--- src/rtl/async_fifo_pkg.sv ---
// Shared pointer-conversion helpers for the async FIFO read and write sides.
// Pointers are at most 13 bits wide (ADDRSIZE up to 12, plus one wrap bit).
// Callers pass values zero-extended to ptr_word_t, then size-cast the result
// back to their own pointer width. The width argument masks off any bits
// above the pointer's real width.
package async_fifo_pkg;

  localparam int PTR_MAX_W = 13;

  typedef logic [PTR_MAX_W-1:0] ptr_word_t;

  function automatic ptr_word_t width_mask(input int width);
    return (ptr_word_t'(1) << width) - ptr_word_t'(1);
  endfunction

  function automatic ptr_word_t bin2gray(input ptr_word_t bin, input int width);
    ptr_word_t b;
    b = bin & width_mask(width);
    return (b >> 1) ^ b;
  endfunction

  // Each binary bit is the XOR of all Gray bits at or above it.
  // A running parity from the MSB down yields every bit in one pass.
  function automatic ptr_word_t gray2bin(input ptr_word_t gray, input int width);
    ptr_word_t g;
    ptr_word_t b;
    logic      acc;
    g   = gray & width_mask(width);
    b   = '0;
    acc = 1'b0;
    for (int i = PTR_MAX_W - 1; i >= 0; i--) begin
      acc  = acc ^ g[i];
      b[i] = acc;
    end
    return b;
  endfunction

endpackage

--- src/rtl/rptr_status_if.sv ---
// Read-side FIFO status bus.
//   master: drives the synchronised write pointer, read request, threshold
//           load and underflow clear.
//   slave : the read-pointer/status block.
//           It returns empty, almost-empty, level, memory address,
//           the Gray read pointer and the sticky underflow flag.
interface rptr_status_if #(
  parameter int ADDRSIZE = 4
);
  logic [ADDRSIZE:0]   rq2_wptr;
  logic                rinc;
  logic                ae_wr;
  logic [ADDRSIZE:0]   ae_thresh;
  logic                uf_clr;
  logic                rempty;
  logic                ralmost_empty;
  logic [ADDRSIZE:0]   rlevel;
  logic [ADDRSIZE-1:0] raddr;
  logic [ADDRSIZE:0]   rptr;
  logic                runderflow;

  modport master (
    output rq2_wptr, rinc, ae_wr, ae_thresh, uf_clr,
    input  rempty, ralmost_empty, rlevel, raddr, rptr, runderflow
  );

  modport slave (
    input  rq2_wptr, rinc, ae_wr, ae_thresh, uf_clr,
    output rempty, ralmost_empty, rlevel, raddr, rptr, runderflow
  );
endinterface

--- src/rtl/gray2bin.sv ---
// Combinational Gray-to-binary converter of parameterised width.
// Ports:
//   gray : Gray-coded input, WIDTH bits.
//   bin  : binary equivalent, WIDTH bits.
module gray2bin
  import async_fifo_pkg::*;
#(
  parameter int WIDTH = 5
) (
  input  logic [WIDTH-1:0] gray,
  output logic [WIDTH-1:0] bin
);
  assign bin = WIDTH'(async_fifo_pkg::gray2bin(ptr_word_t'(gray), WIDTH));
endmodule

--- src/rtl/rptr_status.sv ---
// Read-pointer and status logic for an asynchronous FIFO, in the rclk domain.
// Ports:
//   rclk   : read clock, rising edge.
//   rrst_n : asynchronous active-low reset.
//   bus    : slave side of rptr_status_if. It carries:
//            inputs  rq2_wptr, rinc, ae_wr, ae_thresh, uf_clr;
//            outputs rempty, ralmost_empty, rlevel, raddr, rptr, runderflow.
// The binary read pointer has one extra wrap bit. That is why
// wbin_s - rbinnext (mod 2**(ADDRSIZE+1)) gives the true level 0..2**ADDRSIZE.
module rptr_status
  import async_fifo_pkg::*;
#(
  parameter int ADDRSIZE = 4,
  parameter int AE_RESET = 1
) (
  input logic          rclk,
  input logic          rrst_n,
  rptr_status_if.slave bus
);
  localparam int PW = ADDRSIZE + 1;

  logic [PW-1:0] rbin;
  logic [PW-1:0] rbinnext;
  logic [PW-1:0] rgraynext;
  logic [PW-1:0] wbin_s;
  logic [PW-1:0] level_next;
  logic [PW-1:0] thr;
  logic [PW-1:0] rptr;
  logic [PW-1:0] rlevel;
  logic          rempty;
  logic          ralmost_empty;
  logic          runderflow;
  logic          rd_ok;
  logic          underflow_now;

  gray2bin #(.WIDTH(PW)) u_wptr_g2b (
    .gray (bus.rq2_wptr),
    .bin  (wbin_s)
  );

  always_comb begin
    // A read is accepted only against the registered empty flag.
    // A read against an empty FIFO is an underflow instead.
    rd_ok         = bus.rinc & ~rempty;
    underflow_now = bus.rinc & rempty;
    rbinnext      = rbin + PW'(rd_ok);
    rgraynext     = PW'(bin2gray(ptr_word_t'(rbinnext), PW));
    // Uses the post-read pointer, so a same-edge read and write both land.
    level_next    = wbin_s - rbinnext;
  end

  always_ff @(posedge rclk or negedge rrst_n) begin
    if (!rrst_n) begin
      rbin          <= '0;
      rptr          <= '0;
      rempty        <= 1'b1;
      ralmost_empty <= 1'b1;
      rlevel        <= '0;
      runderflow    <= 1'b0;
      thr           <= PW'(AE_RESET);
    end else begin
      rbin          <= rbinnext;
      rptr          <= rgraynext;
      rempty        <= (rgraynext == bus.rq2_wptr);
      rlevel        <= level_next;
      // Compares against the threshold held before this edge.
      // A value loaded on this edge takes effect from the next one.
      ralmost_empty <= (level_next <= thr);
      if (bus.ae_wr) begin
        thr <= bus.ae_thresh;
      end
      // If an underflow and a clear arrive on the same edge, the set wins.
      runderflow    <= underflow_now | (runderflow & ~bus.uf_clr);
    end
  end

  assign bus.raddr         = rbin[ADDRSIZE-1:0];
  assign bus.rptr          = rptr;
  assign bus.rempty        = rempty;
  assign bus.ralmost_empty = ralmost_empty;
  assign bus.rlevel        = rlevel;
  assign bus.runderflow    = runderflow;
endmodule

--- src/flat_wrapper.sv ---
// flat-port wrapper written by rule: the top's interface ports become plain ports
module rptr_status_flat import async_fifo_pkg::*;
#(
  parameter int ADDRSIZE = 4,
  parameter int AE_RESET = 1
)
  (rclk, rrst_n, bus_rq2_wptr, bus_rinc, bus_ae_wr, bus_ae_thresh, bus_uf_clr, bus_rempty, bus_ralmost_empty, bus_rlevel, bus_raddr, bus_rptr, bus_runderflow);
  rptr_status_if #(.ADDRSIZE(ADDRSIZE)) bus_i ();
  input logic rclk;
  input logic rrst_n;
  input wire logic [$bits(bus_i.rq2_wptr)-1:0] bus_rq2_wptr;
  input wire logic [$bits(bus_i.rinc)-1:0] bus_rinc;
  input wire logic [$bits(bus_i.ae_wr)-1:0] bus_ae_wr;
  input wire logic [$bits(bus_i.ae_thresh)-1:0] bus_ae_thresh;
  input wire logic [$bits(bus_i.uf_clr)-1:0] bus_uf_clr;
  output wire logic [$bits(bus_i.rempty)-1:0] bus_rempty;
  output wire logic [$bits(bus_i.ralmost_empty)-1:0] bus_ralmost_empty;
  output wire logic [$bits(bus_i.rlevel)-1:0] bus_rlevel;
  output wire logic [$bits(bus_i.raddr)-1:0] bus_raddr;
  output wire logic [$bits(bus_i.rptr)-1:0] bus_rptr;
  output wire logic [$bits(bus_i.runderflow)-1:0] bus_runderflow;
  assign bus_i.rq2_wptr = bus_rq2_wptr;
  assign bus_i.rinc = bus_rinc;
  assign bus_i.ae_wr = bus_ae_wr;
  assign bus_i.ae_thresh = bus_ae_thresh;
  assign bus_i.uf_clr = bus_uf_clr;
  assign bus_rempty = bus_i.rempty;
  assign bus_ralmost_empty = bus_i.ralmost_empty;
  assign bus_rlevel = bus_i.rlevel;
  assign bus_raddr = bus_i.raddr;
  assign bus_rptr = bus_i.rptr;
  assign bus_runderflow = bus_i.runderflow;
  rptr_status #(.ADDRSIZE(ADDRSIZE), .AE_RESET(AE_RESET)) u_core (.rclk(rclk), .rrst_n(rrst_n), .bus(bus_i));
endmodule
--- config.mk ---
export PLATFORM = sky130hd
export DESIGN_NAME = rptr_status_flat
export DESIGN_NICKNAME = d
export VERILOG_FILES = /design/src/rtl/async_fifo_pkg.sv /design/src/rtl/rptr_status_if.sv /design/src/rtl/gray2bin.sv /design/src/rtl/rptr_status.sv /design/src/flat_wrapper.sv
export SDC_FILE = /design/constraint.sdc
export NUM_CORES = 1
export LEC_CHECK = 0
export CORE_UTILIZATION = 48
export CTS_CLUSTER_SIZE = 16
export DETAILED_ROUTE_END_ITERATION = 10
export GPL_ROUTABILITY_DRIVEN = 0
export PLACE_DENSITY = 0.89
export SLEW_MARGIN = 20
export SYNTH_ARGS = -nofsm -noshare
export SYNTH_HDL_FRONTEND = slang
export SYNTH_SLANG_ARGS = --single-unit
--- constraint.sdc ---
create_clock -name rclk -period 2.9 [get_ports rclk]
set_input_delay 0.435 -clock rclk [delete_from_list [all_inputs] [get_ports rclk]]
set_output_delay 0.435 -clock rclk [all_outputs]
set_load 0.005 [all_outputs]
### Word-level counts from Yosys, hierarchy flattened

Index checks and enable logic that the tools add are counted.

* flip-flop bits (word level): 23
* input port bits: 15
* word-level logic and storage cells: 22

* add/subtract/negate cells: 2
* magnitude comparators: 1
* eq/ne operators: 1
* bitwise operators: 11

Operators by type and width (number)
* adder 5 x 1 -> 5 bit: 1
* == test 5 bit: 1
* <= comparator 5 bit: 1
* subtractor 5 bit: 1
* XOR 4 x 5 -> 5 bit: 1
* XOR 1 bit: 4
* AND 1 bit: 3
* inverter 1 bit: 2
* bitwise OR 1 bit: 1

### Depth between registers and ports, before layout

Gate-level depths: netlist (run 1).

* depth after elaboration: 6
* mapped depth: 14

### Modules after synthesis

Synthesis (run 1) repeated with hierarchy kept, for this count alone.

* cells, all modules: 106
* area, all modules: 1219.9 um^2

Modules (own cells, without submodules)
* rptr_status: instances 1, cells each 100, area each 1147.4 um^2, sequential area each 554.3 um^2
* gray2bin: instances 1, cells each 6, area each 72.6 um^2, sequential area each 0.0 um^2

### Least setup slack after synthesis (run 1)

Ideal clock, no wire load.

* path kind: in2reg
* start point: input port bus_rq2_wptr[4]
* end point: register u_core.ralmost_empty, in the netlist u_core.bus.ralmost_empty
* arrival: 2.905 ns
* required time: 2.828 ns
* path slack: -0.077 ns
* stages on the path: 13
* buffers on the path: 0
* cell sequence: xor2_1 xnor2_1 xor2_1 xor2_1 ha_1 fa_1 inv_1 ha_1 nor2b_1 o21a_1 o21a_1 o21a_1 o21ai_1

* longest elaborated chain between the ends: 6

RTL lines
* start, declared: line flat_wrapper.sv:11 `input wire logic [$bits(bus_i.rq2_wptr)-1:0] bus_rq2_wptr;`
* XOR 1 bit (*) (3 in series): line async_fifo_pkg.sv:32 `acc = acc ^ g[i];`
* XOR 1 bit: line async_fifo_pkg.sv:32
* subtractor 5 bit (*): line rptr_status.sv:49 `level_next = wbin_s - rbinnext;`
* net u_core.level_next[1]: line rptr_status.sv:26 `logic [PW-1:0] level_next;`
* <= comparator 5 bit (*): line rptr_status.sv:68 `ralmost_empty <= (level_next <= thr);`
* end signal, assigned: line rptr_status.sv:68
* end, declared: line rptr_status.sv:31 `logic ralmost_empty;`

The timed path passes the listed nets; every way through them passes the cells marked *.
A chain may end at the register's enable or synchronous reset.

### Worst setup path after layout (run 1)

* start point: input port bus_rinc
* end point: register u_core.ralmost_empty, in the netlist u_core.bus.ralmost_empty

* longest elaborated chain between the ends: 4

RTL lines
* start, declared: line flat_wrapper.sv:12 `input wire logic [$bits(bus_i.rinc)-1:0] bus_rinc;`
* AND 1 bit: line rptr_status.sv:44 `rd_ok = bus.rinc & ~rempty;`
* adder 5 x 1 -> 5 bit: line rptr_status.sv:46 `rbinnext = rbin + PW'(rd_ok);`
* net u_core.rbinnext[1]: line rptr_status.sv:23 `logic [PW-1:0] rbinnext;`
* subtractor 5 bit: line rptr_status.sv:49
* net u_core.level_next[3]: line rptr_status.sv:26
* <= comparator 5 bit: line rptr_status.sv:68

The timed path passes the listed nets, and every way through them passes these cells.

==> impl_metrics.yaml, run 1 <==
sta:
  finClkSkew_ns: 0.00232
  setup_viol: 1
  hold_ws_ns: 0.0567
  slew_viol_final: 0
  setup_tns_ns: -0.155
  setup_ws_ns: -0.155
  timing.slew.headroom_pct: 66.2
  rsz0062_at_grt: "true"
  worstMarginPinSlew_ns: 0.507
  finalHoldViolations: 0
  finalCritPeriodShare_pct: 105
  fmax_mhz: 327
  final.min_clock_period_ns: 3.05
status:
  status: "finished with violations"
  failed_checks: "negative setup slack"
cells_and_area:
  nFillCells: 140
  fin_nets: 196
  layout-drive-gt1-share_pct: 29.2
  multiInputGateArea_sq_um: 726
  n_antenna_cell: 0
  synthToLayoutAreaGrowth_pct: 52.0
  register_area_sq_um: 554
die:
  rows: 18
  die_w_um: 53.1
  die_h_um: 53.1
  die_area_sq_um: 2820
  io_pins: 32
  core_area_sq_um: 2480
  initial_core_util_pct: 50.6
logic_synthesis:
  synthesis.area_sq_um: 1250
  synth_top_family_by_area: "XOR/XNOR gates"
  synth_compound_area_share_pct: 7.99
  synth.distinct_cells: 31
  synthXorXnorAreaFrac_pct: 17.4
  yosys.area_share.adder_pct: 12.6
  avgSynthCellArea_sq_um: 10.9
  yosysWarnings: 0
  synth_edf_count: 0
  yosysMostFrequentCell: "dfrtp_1"
  ys_top_cells_by_count: "19 x dfrtp_1, 15 x inv_1, 13 x xnor2_1"
  seq_area_frac_synth_pct: 44.3
  ys_ff_latch: 22
  yosysTopAreaCell: "dfrtp_1"
  synth_cells: 115
  synth_top_area_share_pct: 38.0
  synth-simple-area-share_pct: 9.69
  synthTopCellsByArea: "dfrtp_1 38%, ha_1 11%, xnor2_1 9.1%"
  async_flop_share_pct: 100
  muxShareOfSynthArea_pct: 0.899
  ys.flop_type: "dfrtp_1"
  syn-num-nets: 142
grt:
  grt_pass1_vias: 1089
  busiest_layer: "met2"
  use_met1_pct: 26.6
  antenna_found_initial: 0
  grt_max_degree: 23
  overflow: 0
  grt_usage_pct: 24.8
  use_met3_pct: 5.17
  met2_usage_pct: 43.5
  grt_pass1_wl_um: 4840
run:
  drv_cap: 0
detailed_routing:
  dr.pass1.iters: 5
  wirelength_um: 3590
  num_vias: 1059
  first_iter_violations: 43
  final_antenna_net_count: 0
  vias_per_cell: 5.35
  wl_per_cell_um: 18.1
  drcViolationCount: 0
power:
  p_seq_share_pct: 22.3
  p_int_mw: 1.59
  ir_worst_vdd_mv: 0.890
  p_per_area_nw_per_um2: 1380
  power_frac_comb_pct: 68.5
  sw_frac_of_total_pct: 39.6
  p_total_mw: 2.63
  clkPwrFrac_pct: 9.3
  p_leak_nw: 0.879
  p_sw_mw: 1.04
place:
  pre_cts_slack_ns: -0.697
  io_buffers: 31
  dp_hpwl_um: 2070
setup_path:
  ff2ff_path_depth: 11
  startpoint: "bus_rinc"
  cp.required_ns: 3.15
  critPathMaxFanout: 3
  rr_endpoint: "u_core.bus.ralmost_empty"
  r2r-start: "u_core.bus.rempty"
  worstSetupPathType: "in -> reg"
  start_kind: "primary input"
  r2r_slack_ns: 0.05
  crit_arrival_ns: 3.31
  cp-end-kind: "flop"
clocking:
  tritoncts: "done"
  cts-root-buf: "clkbuf_4"
  clock_latency_ns: 0.32
  cts_buffers: 3
  cts.sinks: 22
  h-tree-depth: 1
  clk_path_buf_depth: 2
  clk_pin_slew_worst_paths_ns: 0.13
min_path:
  hp-class: "in -> async"
how the worst max path moves through the flow:
stage | cells past startpoint | slack (ns) | end
CTS | 14 | 0.01 | u_core.bus.ralmost_empty
floorplan | 13 | -0.05 | u_core.bus.ralmost_empty
global placement | 14 | -0.50 | u_core.bus.ralmost_empty
global route | 14 | -0.22 | u_core.bus.ralmost_empty
detailed placement | 14 | -0.70 | u_core.bus.ralmost_empty
finish | 13 | -0.15 | u_core.bus.ralmost_empty
power by group through the flow:
stage / Clock (mW) / Sequential [mW] / Combinational, mW
CTS: 0.239 / 0.573 / 1.57
floorplan: 0 / 0.545 / 0.861
detailed placement: 0 / 0.571 / 1.44
finish: 0.244 / 0.586 / 1.80
global placement: 0 / 0.561 / 1.36
global route: 0.257 / 0.601 / 1.89
per-layer routing:
| layer | part of all wire, % | wire, um |
|---|---|---|
| met5 | 0 | 0 |
| met4 | 4.9 | 176 |
| met3 | 5.1 | 184 |
| met2 | 53 | 1890 |
| met1 | 37 | 1340 |
layout by cell type, fill, tap and decap left out, types with 2 or more instances in the layout:
master,count
nor2b_4,2
nand3_1,2
ha_1,7
o21a_1,3
buf_4,22
ha_4,3
dfrtp_1,19
xor2_1,7
xor2_4,2
a21o_1,2
xnor2_2,2
xnor2_1,11
clkdlybuf4s50_1,26
clkbuf_4,3
inv_1,14
o21ai_0,6
a21oi_1,4
xor2_2,2
nand2_1,6
dfstp_2,3
cell type report:
cell class,instances,share of cell area (%)
Timing Repair Buffer,53,25.1
Sequential cell,22,29.1
Multi-Input combinational cell,74,38.1
Tap cell,30,1.97
Clock buffer,3,1.18
Clock inverter,1,1.58
Inverter,15,2.96
stage by stage:
step | util, % | area, sq um | instances
after global placement | 67.9 | 1680 | 187
final | 76.9 | 1900 | 198
after floorplan | - | 1250 | 115
after global routing | 76.9 | 1900 | 198
after detailed placement | 67.9 | 1680 | 187
after CTS | 73.6 | 1820 | 196
worst max-delay path, cell delays in order:
cell             delay [ns]
clkdlybuf4s50_1        0.50
nor2b_4                0.22
ha_4                   0.20
xor2_4                 0.19
inv_1                  0.10
ha_1                   0.32
a21o_1                 0.17
a21oi_1                0.20
xnor2_1                0.19
ha_1                   0.30
o21a_1                 0.11
o21a_1                 0.18
o21ai_1                0.18
sequential cells by signal, indices dropped and copies added (netlist names):
register	count
u_core.bus.rlevel	5
u_core.rbin	5
u_core.thr	5
u_core.bus.rptr	4
u_core.bus.ralmost_empty	1
u_core.bus.rempty	1
u_core.bus.runderflow	1
what timing repair did:
| action | CTS | global route |
|---|---|---|
| pin swaps | 6 | 9 |
| setup buffers | 5 | 2 |
| gates resized for setup | 15 | 17 |
| setup endpoints to repair | 1 | 1 |
| hold buffers | 0 | 0 |
cell families after synthesis:
family          count (synthesis)
buf+inv                        19
xor+xnor                       24
compound gates                 17
fa+ha+maj                      12
flops                          22
mux                             1
simple gates                   20
Power figures use the tool's default switching activity.
==> run 2, diff against run 1 <==
- clock period: 2.9 -> 2.99 ns (I/O delays scaled with it)
==> run 2 against run 1 <==
Against the previous run: the flow still finishes with violations (negative setup slack); non-clock buffer count stayed put; flip-flop and latch count unchanged; first-iteration DRC count decreased by 47%; sequential power down 3.4%; wire length fell by 5.0%; die area unchanged; worst hold slack improved by 0.0046 ns; final area down 1.2%; power decreased by 3.3%; critical endpoint unchanged; highest routed layer unchanged.
==> impl_metrics.yaml, run 2 (synthesized netlist as in run 1, its figures left out) <==
status:
  status: "finished with violations"
  failed_checks: "negative setup slack"
grt:
  antenna_found_initial: 0
  overflow: 0
  grt_pass1_wl_um: 4660
  grt_pass1_vias: 974
  grt_usage_pct: 24.4
  use_met1_pct: 30.2
  met2_usage_pct: 43.9
  busiest_layer: "met2"
  use_met3_pct: 2.59
  grt_max_degree: 23
power:
  ir_worst_vdd_mv: 0.879
  p_leak_nw: 0.860
  p_per_area_nw_per_um2: 1350
  p_total_mw: 2.55
cells_and_area:
  multiInputGateArea_sq_um: 721
  n_antenna_cell: 0
  register_area_sq_um: 554
  layout_common_cells: "27 x clkdlybuf4s50_1, 22 x buf_4, 19 x dfrtp_1"
  layoutNonFillerInstCount: 198
  fin_nets: 196
  utilization_pct: 75.9
  design_area_sq_um: 1880
  top_regs: "u_core.bus.rlevel: 5 flops, u_core.rbin: 5 flops, u_core.thr: 5 flops"
  nFillCells: 155
  layout-drive-gt1-share_pct: 29.8
  synthToLayoutAreaGrowth_pct: 50.1
  layout_commonest_cell: "clkdlybuf4s50_1"
detailed_routing:
  first_iter_violations: 23
  vias_per_cell: 5.16
  dr.pass1.iters: 4
  drcViolationCount: 0
  wl_per_cell_um: 17.2
  num_vias: 1022
  final_antenna_net_count: 0
  wirelength_um: 3410
sta:
  finalCritPeriodShare_pct: 102
  setup_tns_ns: -0.0606
  finClkSkew_ns: 0.00813
  setup_ws_ns: -0.0606
  timing.slew.headroom_pct: 67.6
  setup_viol: 1
  hold_ws_ns: 0.0614
  final.min_clock_period_ns: 3.05
  finalHoldViolations: 0
  slew_viol_final: 0
  worstMarginPinSlew_ns: 0.486
  fmax_mhz: 328
setup_path:
  critPathMaxFanout: 2
  cp.required_ns: 3.25
  start_kind: "primary input"
  r2r_slack_ns: 0.20
  crit_arrival_ns: 3.31
  worstSetupPathType: "in -> reg"
  crit_chain: "buf_2, xor2_4, xnor2_2, xor2_2, xor2_1, ha_2, fa_2, inv_2, ha_4, nor2b_2, o21a_1, o21a_1, o21a_1, o21ai_2"
  ff2ff_path_depth: 12
  slowest_stage: "fa_2"
  slowest_delay_ns: 0.45
  cp-end-kind: "flop"
  cp_common_cell: "o21a_1"
die:
  core_area_sq_um: 2480
  die_h_um: 53.1
  die_w_um: 53.1
  rows: 18
  die_area_sq_um: 2820
  initial_core_util_pct: 50.6
  io_pins: 32
clocking:
  h-tree-depth: 1
  holdBufCountCts: 0
  clk_path_buf_depth: 2
  tritoncts: "done"
  cts.sinks: 22
  clk_pin_slew_worst_paths_ns: 0.13
  cts-root-buf: "clkbuf_4"
  cts_buffers: 3
  clock_latency_ns: 0.32
place:
  placed_cell_area_sq_um: 1680
  place_inst: 187
  dp_hpwl_um: 2000
  io_buffers: 31
  pre_cts_slack_ns: -0.667
run:
  drv_cap: 0
min_path:
  hp-class: "in -> async"
run 2: where the power goes:
part,switching (mW),internal (mW)
clock,0.0984,0.136
combinational,0.770,0.977
sequential,0.121,0.445
total,0.989,1.56
run 2: path summary, 6_finish.rpt:
check | start | end
min reg2reg | u_core.rbin[4] | u_core.rbin[4]
max | bus_rq2_wptr[3] | u_core.bus.ralmost_empty
max in group asynchronous | rrst_n | u_core.thr[0]
min | rrst_n | u_core.rbin[2]
min in group rclk | u_core.rbin[4] | u_core.rbin[4]
max reg2reg | u_core.bus.rempty | u_core.bus.ralmost_empty
run 2: per-layer routing:
metal	up-vias	routed length (um)
li1	479	-
met5	-	0
met4	0	116
met2	28	1750
met3	11	61
met1	504	1490
run 2: what timing repair did:
| item | CTS | global route |
|---|---|---|
| buffers inserted | 4 | 3 |
| endpoints found under the setup margin | 1 | 1 |
| resized for setup | 18 | 9 |
| pin swaps | 7 | 7 |
run 2: layout make-up:
type	instances	share of cell area [%]
Clock buffer	3	1.20
Clock inverter	1	1.60
Inverter	15	2.99
Multi-Input combinational cell	74	38.3
Sequential cell	22	29.5
Tap cell	30	2.00
Timing Repair Buffer	53	24.4
run 2: worst max-delay path, delay by kind of cell:
| family | cells | cell delay, ns |
|---|---|---|
| AOI/OAI and AO/OA | 4 | 0.66 |
| xor gates and xnor gates | 4 | 0.94 |
| adders and majority gates | 3 | 0.88 |
| buffers and inverters | 2 | 0.23 |
| and+or+nand+nor | 1 | 0.16 |
==> run 3, diff against run 2 <==
- ABC_AREA: unset -> 1
- PLACE_DENSITY: 0.89 -> 0.88
- SETUP_SLACK_MARGIN: unset -> 0.15
==> run 3 against run 2 <==
Against the previous run: the run now ends clean; core utilization decreased by 0.33 points; non-clock buffer count is 3 lower; die area rose by 2.5%; critical path type unchanged; largest cell class unchanged; largest power group unchanged.
==> impl_metrics.yaml, run 3 <==
die:
  core_area_sq_um: 2500
  io_pins: 32
  rows: 18
  die_w_um: 53.7
  die_h_um: 53.7
  initial_core_util_pct: 51.4
  die_area_sq_um: 2890
setup_path:
  crit_chain: "clkdlybuf4s50_1, xnor3_1, ha_2, fa_2, buf_4, xnor2_1, ha_1, nand4_1, o221ai_1, o21ai_1"
  slowest_delay_ns: 0.56
  start_kind: "primary input"
  crit_arrival_ns: 3.04
  worstSetupPathType: "in -> reg"
  ff2ff_path_depth: 14
  critPathMaxFanout: 3
  cp.required_ns: 3.25
  slowest_stage: "clkdlybuf4s50_1"
  cp-end-kind: "flop"
cells_and_area:
  n_antenna_cell: 0
  fin_nets: 229
  register_area_sq_um: 554
  layout-drive-gt1-share_pct: 26.4
  layout_commonest_cell: "nand2_1"
  nFillCells: 168
  layout_common_cells: "38 x nand2_1, 25 x clkdlybuf4s50_1, 19 x inv_1, 19 x buf_4, 19 x dfrtp_1"
  multiInputGateArea_sq_um: 701
  top_regs: "u_core.bus.rlevel: 5 flops, u_core.rbin: 5 flops, u_core.thr: 5 flops"
  synthToLayoutAreaGrowth_pct: 47.0
grt:
  grt_pass1_wl_um: 4790
  grt_max_degree: 23
  grt_pass1_vias: 1121
  grt_usage_pct: 23.2
  overflow: 0
  antenna_found_initial: 0
power:
  p_per_area_nw_per_um2: 1150
  p_leak_nw: 0.958
  ir_worst_vdd_mv: 0.786
  p_total_mw: 2.16
detailed_routing:
  first_iter_violations: 48
  num_vias: 1187
  vias_per_cell: 5.14
  wl_per_cell_um: 13.9
  dr.pass1.iters: 4
  drcViolationCount: 0
  final_antenna_net_count: 0
  wirelength_um: 3220
run:
  drv_cap: 0
sta:
  worstMarginPinSlew_ns: 0.508
  fmax_mhz: 360
  hold_ws_ns: 0.0707
  rsz0062_at_grt: "false"
  finalCritPeriodShare_pct: 92.9
  setup_viol: 0
  finalHoldViolations: 0
  timing.slew.headroom_pct: 66.1
  slew_viol_final: 0
  finClkSkew_ns: 0.0114
  final.min_clock_period_ns: 2.78
  setup_ws_ns: 0.212
place:
  dp_hpwl_um: 2190
  io_buffers: 31
  pre_cts_slack_ns: -0.436
clocking:
  h-tree-depth: 1
  cts_buffers: 3
  clock_latency_ns: 0.32
  cts.sinks: 22
  clk_path_buf_depth: 2
  tritoncts: "done"
  holdBufCountCts: 0
  clk_pin_slew_worst_paths_ns: 0.14
  cts-root-buf: "clkbuf_4"
logic_synthesis:
  synth.distinct_cells: 22
  seq_area_frac_synth_pct: 43.1
  synthTopCellsByArea: "dfrtp_1 37%, nand2_1 12%, ha_1 11%"
  yosysMostFrequentCell: "nand2_1"
  async_flop_share_pct: 100
  synth_edf_count: 0
  yosysTopAreaCell: "dfrtp_1"
  synth_cells: 149
  syn-num-nets: 176
  ys.flop_type: "dfrtp_1"
  avgSynthCellArea_sq_um: 8.62
  synthesis.area_sq_um: 1280
  synth_top_area_share_pct: 37.0
  ys_top_cells_by_count: "40 x nand2_1, 23 x inv_1, 19 x dfrtp_1"
  yosysWarnings: 0
  ys_ff_latch: 22
min_path:
  hp-class: "in -> async"
status:
  status: "completed"
run 3: logic make-up (layout without fill, tap and decap cells):
logic type / Yosys count / after routing / share of synthesized area (%)
buffers and inverters: 27 / 79 / 8.18
AOI/OAI and AO/OA: 15 / 15 / 6.13
xor gates and xnor gates: 7 / 7 / 7.60
and+or+nand+nor: 65 / 65 / 21.8
DFF: 22 / 22 / 43.1
adders and majority gates: 12 / 12 / 12.3
muxes: 1 / 1 / 0.876
run 3: metrics by stage:
| step | setup TNS, ns | util [%] | std cells | area (sq um) |
|---|---|---|---|---|
| floorplan | 0 | - | 149 | 1280 |
| global placement | -0.287 | 69.4 | 223 | 1730 |
| global route | 0 | 75.6 | 231 | 1890 |
| detailed placement | -0.436 | 69.4 | 223 | 1730 |
| finish | 0 | 75.6 | 231 | 1890 |
| CTS | 0 | 72.3 | 228 | 1810 |
run 3: routing by layer:
layer	wire, um	up-vias	GRT usage [%]
met5	0	-	0
met4	23	0	7.89
met3	113	2	2.54
met2	1680	31	39.1
met1	1400	575	30.7
li1	-	579	-
run 3: final timing paths:
check / startpoint / to / slack [ns]
min: rrst_n / u_core.bus.rlevel[3] / 0.07
min in group rclk: bus_rinc / u_core.bus.runderflow / 0.42
min reg2reg: u_core.thr[2] / u_core.thr[2] / 0.56
max in group asynchronous: rrst_n / u_core.bus.rempty / 2.54
max: bus_rq2_wptr[0] / u_core.bus.ralmost_empty / 0.21
max reg2reg: u_core.bus.rempty / u_core.bus.ralmost_empty / 0.25
run 3: cell type report:
| cell class | count | share of cell area, % |
|---|---|---|
| clock buffers | 3 | 1.19 |
| clock inverters | 1 | 1.59 |
| inverters | 25 | 4.97 |
| multi-input cells | 100 | 37.1 |
| flip-flops and latches | 22 | 29.3 |
| well taps | 30 | 1.99 |
| repair buffers | 50 | 23.8 |
run 3: power by group:
group / switching [mW] / internal [mW]
Combinational: 0.682 / 0.727
Sequential: 0.0893 / 0.431
Clock: 0.0992 / 0.136
Total: 0.871 / 1.29
run 3: what timing repair did:
| item | CTS | global route |
|---|---|---|
| pin swaps | 4 | 15 |
| gates resized for setup | 8 | 23 |
| buffers inserted | 1 | 3 |
| endpoints found under the hold margin | 0 | 0 |
| endpoints found under the setup margin | 1 | 1 |
run 3: worst max-delay path: cells and delay by family:
family,cells,cell delay [ns]
simple gates,1,0.14
buf+inv,2,0.71
fa+ha+maj,3,0.92
xor+xnor,2,0.49
compound gates,2,0.33
